[config.mk]
export PLATFORM = sky130hd
export DESIGN_NAME = synchronized_request_arbiter
export DESIGN_NICKNAME = d
export VERILOG_FILES = /design/src/rtl/synchronized_request_arbiter.sv
export SDC_FILE = /design/constraint.sdc
export NUM_CORES = 1
export LEC_CHECK = 0
export BUFFER_PORTS_ARGS = -buffer_cell sky130_fd_sc_hd__buf_2
export CAP_MARGIN = 20
export CORE_AREA = 2 2 44 46
export CTS_CLUSTER_SIZE = 8
export DETAILED_ROUTE_END_ITERATION = 16
export DIE_AREA = 0 0 46 48
export PLACE_DENSITY = 0.85
export REMOVE_ABC_BUFFERS = 1
export SYNTH_ARGS = -nofsm -noshare
export SYNTH_HDL_FRONTEND = slang
export SYNTH_SLANG_ARGS = --single-unit
[constraint.sdc]
create_clock -name clock -period 3.4 [get_ports clock]
set_input_delay 0.17 -clock clock [delete_from_list [all_inputs] [get_ports clock]]
set_output_delay 0.17 -clock clock [all_outputs]
set_load 0.02 [all_outputs]
[src/rtl/synchronized_request_arbiter.sv]
// Round-robin arbiter for asynchronous 4-phase requesters sharing one resource.
// Each request is synchronized; acknowledges and grants come straight from flops.
module synchronized_request_arbiter #(
    parameter int unsigned REQUESTERS = 4,
    parameter int unsigned STAGES     = 2,
    localparam int unsigned IW        = (REQUESTERS > 2) ? $clog2(REQUESTERS) : 1
) (
    input  logic                  clock,
    input  logic                  resetn,
    input  logic [REQUESTERS-1:0] request,
    output logic [REQUESTERS-1:0] acknowledge,
    output logic                  grant_valid,
    output logic [IW-1:0]         grant_index,
    output logic [REQUESTERS-1:0] grant_onehot,
    input  logic                  done
);

    typedef enum logic {StIdle, StBusy} state_e;

    logic [REQUESTERS-1:0] sync_q [STAGES];
    logic [REQUESTERS-1:0] synced;
    logic [REQUESTERS-1:0] eligible;

    state_e                state_q, state_d;
    logic [IW-1:0]         ptr_q, ptr_d;
    logic [REQUESTERS-1:0] ack_q, ack_d;
    logic                  gv_q, gv_d;
    logic [IW-1:0]         gi_q, gi_d;
    logic [REQUESTERS-1:0] go_q, go_d;

    logic                  found;
    logic [IW-1:0]         pick;
    logic [IW-1:0]         cand;

    // Plain flop chain per request bit; nothing else samples the raw input.
    always_ff @(posedge clock or negedge resetn) begin
        if (!resetn) begin
            for (int s = 0; s < int'(STAGES); s++) begin
                sync_q[s] <= '0;
            end
        end else begin
            sync_q[0] <= request;
            for (int s = 1; s < int'(STAGES); s++) begin
                sync_q[s] <= sync_q[s-1];
            end
        end
    end

    assign synced   = sync_q[STAGES-1];
    assign eligible = synced & ~ack_q & ~go_q;

    // First eligible index after the pointer, wrapping.
    always_comb begin
        found = 1'b0;
        pick  = '0;
        cand  = '0;
        for (int off = 1; off <= int'(REQUESTERS); off++) begin
            cand = IW'((int'(ptr_q) + off) % int'(REQUESTERS));
            if (!found && eligible[cand]) begin
                found = 1'b1;
                pick  = cand;
            end
        end
    end

    always_comb begin
        state_d = state_q;
        ptr_d   = ptr_q;
        ack_d   = ack_q;
        gv_d    = gv_q;
        gi_d    = gi_q;
        go_d    = go_q;

        // Release runs independently of the FSM; it never touches the current owner.
        for (int i = 0; i < int'(REQUESTERS); i++) begin
            if (ack_q[i] && !synced[i]) begin
                ack_d[i] = 1'b0;
            end
        end

        unique case (state_q)
            StIdle: begin
                if (found) begin
                    gv_d    = 1'b1;
                    gi_d    = pick;
                    go_d    = REQUESTERS'(1) << pick;
                    ptr_d   = pick;
                    state_d = StBusy;
                end
            end
            StBusy: begin
                if (done) begin
                    ack_d[gi_q] = 1'b1;
                    gv_d        = 1'b0;
                    gi_d        = '0;
                    go_d        = '0;
                    state_d     = StIdle;
                end
            end
            default: state_d = StIdle;
        endcase
    end

    always_ff @(posedge clock or negedge resetn) begin
        if (!resetn) begin
            state_q <= StIdle;
            ptr_q   <= IW'(REQUESTERS - 1);
            ack_q   <= '0;
            gv_q    <= 1'b0;
            gi_q    <= '0;
            go_q    <= '0;
        end else begin
            state_q <= state_d;
            ptr_q   <= ptr_d;
            ack_q   <= ack_d;
            gv_q    <= gv_d;
            gi_q    <= gi_d;
            go_q    <= go_d;
        end
    end

    assign acknowledge  = ack_q;
    assign grant_valid  = gv_q;
    assign grant_index  = gi_q;
    assign grant_onehot = go_q;

endmodule

==> impl_metrics.tcl <==
set metrics [dict create \
    gp_congestion 0.823 \
    placementRows 15 \
    async_flop_share 1.00 \
    detailed_place_hpwl_um 1280 \
    detail_route.wirelength_um 1780 \
    num-nets-final 101 \
    final_core_utilization 0.660 \
    synth.top_cells.by_count "sky130_fd_sc_hd__dfrtp_1 (20), sky130_fd_sc_hd__nand2_1 (6), sky130_fd_sc_hd__o2bb2ai_1 (4)" \
    crit_slowest_cell "sky130_fd_sc_hd__a2111oi_0" \
    place.port_buffers 17 \
    maxCapViolCount 0 \
    synth_top_area_share 0.549 \
    avgViaCountPerCell 5.93 \
    timing.final.setup_violations 0 \
    grt_start_max_net_pins 23 \
    swShare 0.177 \
    n_antenna_cell 0 \
    tightestPinTransition_ps 659 \
    cts_tree "yes" \
    cts_resized 0 \
    tns_ps 0 \
    final_antenna_violating_net_count 0 \
    avgSynthCellArea_um2 13.4 \
    ff2ff_path_depth 4 \
    internal_power_mw 0.393 \
    die_y_um 48 \
    p_leak_nw 0.509 \
    net-switching-power_mw 0.0846 \
    drt_first_iter_violations 31 \
    dieArea_um2 2210 \
    netlist-cell-type-count 32 \
    outcome "completed" \
    post-synth-top-count-cell "sky130_fd_sc_hd__dfrtp_1" \
    avgRoutedWirePerCell_um 16.2 \
    area_growth_from_synthesis_to_layout_pct 22.4 \
    post-route-period-util 0.527 \
    cell_accounting_for_the_most_synthesized_area "sky130_fd_sc_hd__dfrtp_1" \
    final_area_um2 1110 \
    cp_num_buf_inv 0 \
    critPathLaunchType "register" \
    worst_ir_drop_vdd_v 0.000309 \
    pre_cts_slack_ps 1670 \
    hp-class "in2reg" \
    p_per_area_nw_per_um2 428 \
    wire_length_of_the_first_global_routing_pass_um 2750 \
    maxSlewHeadroom 0.549 \
    hold-path-cell-count 3 \
    max_freq_mhz 558 \
    p_seq_frac 0.562 \
    critical_path.endpoint_type "register" \
    timing.critical_path.max_delay_family "compound AO/OA/AOI/OAI gates" \
    antenna_violations_before_repair 0 \
    post_cts_buffers 0 \
    setup_repair_after_global_routing_missed_its_margin "no" \
    clk_latency_ps 310 \
    worstPathArrival_ps 1980 \
    clock-skew-final_ps 9.17 \
    synth-seq-area-share 0.607 \
    number_of_synthesized_register_bits 22 \
    timing.final.max_slew_violations 0 \
    fraction_of_final_layout_cells_sized_beyond_drive_strength_1 0.355 \
    synth_cells 68 \
    cts-buffers-inserted 3 \
    gr-usage-all-layers 0.186 \
    numClockSinks 22 \
    fin_crit_ps 1790 \
    first_global_vias 585 \
    clock_tree.buffer_depth 2 \
    synthesis.yosys.warnings 0 \
    comb_power_share 0.028 \
    worstPathCellList "and4bb_1 -> o22ai_1 -> a2111oi_0 -> o2bb2ai_1" \
    vias 652 \
    critical-path-max-stage-delay_ps 660 \
    synth_area_um2 911 \
    dpl-instance-area_um2 1010 \
    chipWidth_um 46 \
    path_clk_slew_ps 120 \
    clockPowerShare 0.410 \
    core_um2 1690 \
    synth.area.top_cells "sky130_fd_sc_hd__dfrtp_1 (55%), sky130_fd_sc_hd__dfstp_2 (5.8%), sky130_fd_sc_hd__o2bb2ai_1 (3.8%)" \
    critPathMaxFanout 5 \
    ctsHoldBuffers 5 \
    final_hold_violations 0 \
    finalHoldWorstSlack_ps 108 \
    ctsRootBufferMaster "sky130_fd_sc_hd__clkbuf_4" \
    crit_cells 4 \
    path_class "reg2reg" \
    timing.critical_path.required_ps 3590 \
    start_util 0.539 \
    grt_overflow 0 \
    io-pin-count 18 \
    htreeDepth 1 \
    drt_drc_violations_left 0 \
    worst_slack_ps 1610 \
    synthFlopType "sky130_fd_sc_hd__dfrtp_1" \
    synth_enable_flop_cells 0 \
    first_pass_iters 4 \
]
-- worst register-to-register path, cell delays in order, from the launching register on --
cell	delay, ps
sky130_fd_sc_hd__dfstp_2	580
sky130_fd_sc_hd__and4bb_1	190
sky130_fd_sc_hd__o22ai_1	90
sky130_fd_sc_hd__a2111oi_0	660
sky130_fd_sc_hd__o2bb2ai_1	150
-- kinds of logic (layout without fill, tap and decap cells) --
kind of cell | count (synthesis) | count (layout) | synth area share
compound gates | 21 | 21 | 0.210
buf+inv | 2 | 27 | 0.00961
flops | 22 | 22 | 0.607
mux | 1 | 1 | 0.0165
simple gates | 22 | 22 | 0.157
-- power by group through the flow --
stage               combinational, mW  clock [mW]  sequential (mW)
floorplan                     0.00106           0            0.273
global placement              0.00931           0            0.273
detailed placement            0.00939           0            0.274
CTS                            0.0137       0.200            0.269
global route                   0.0152       0.212            0.269
finish                         0.0134       0.196            0.269
-- placed cells by master (no fill, tap or decap), types with 2 or more instances in the layout --
cell type and instances:
sky130_fd_sc_hd__o22ai_1 2, sky130_fd_sc_hd__nor3_1 2, sky130_fd_sc_hd__o2bb2ai_1 4, sky130_fd_sc_hd__nand2_1 6
sky130_fd_sc_hd__dlygate4sd3_1 5, sky130_fd_sc_hd__buf_2 17, sky130_fd_sc_hd__nand2b_1 2, sky130_fd_sc_hd__nor2_1 3
sky130_fd_sc_hd__dfrtp_1 20, sky130_fd_sc_hd__or3b_1 3, sky130_fd_sc_hd__a22o_2 2, sky130_fd_sc_hd__dfstp_2 2
sky130_fd_sc_hd__clkbuf_4 3
-- stage by stage --
stage,std cells,power [mW]
final,110,0.478
after detailed placement,101,0.283
after floorplan,67,0.274
after global placement,101,0.283
after global routing,110,0.496
after CTS,110,0.482
-- layout make-up --
type                       instances  area, µm²
multi-input combinational         44        349
tap                               17       21.3
clock inverter                     1       30.0
timing repair buffer              22        135
fill                             116        574
sequential                        22        553
clock buffer                       3       22.5
inverter                           1       3.75
-- state kept, by name, summed over array words and instances (netlist names) --
| name | flops |
|---|---|
| ptr_q | 2 |
| acknowledge | 4 |
| state_q | 1 |
| grant_valid | 1 |
| synced | 4 |
| grant_index | 2 |
| sync_q | 4 |
| grant_onehot | 4 |
-- path summary, 6_finish.rpt --
check / startpoint / endpoint / slack [ps]
max in group asynchronous: resetn / ptr_q[1] / 2710
min in group asynchronous: resetn / grant_onehot[1] / 340
worst max-delay path: ptr_q[1] / grant_onehot[3] / 1610
worst max register to register: ptr_q[1] / grant_onehot[3] / 1610
worst min-delay path: done / acknowledge[3] / 110
worst min register to register: sync_q[7] / synced[3] / 360
-- routing by layer --
layer | track usage | share of wire | vias to the layer above
met5 | 0 | 0 | -
met4 | 0.120 | 0.031 | 0
met3 | 0.0453 | 0.048 | 8
met2 | 0.258 | 0.45 | 26
met1 | 0.260 | 0.47 | 307
li1 | - | - | 311
Note: power is estimated with default switching activity, not from simulation.
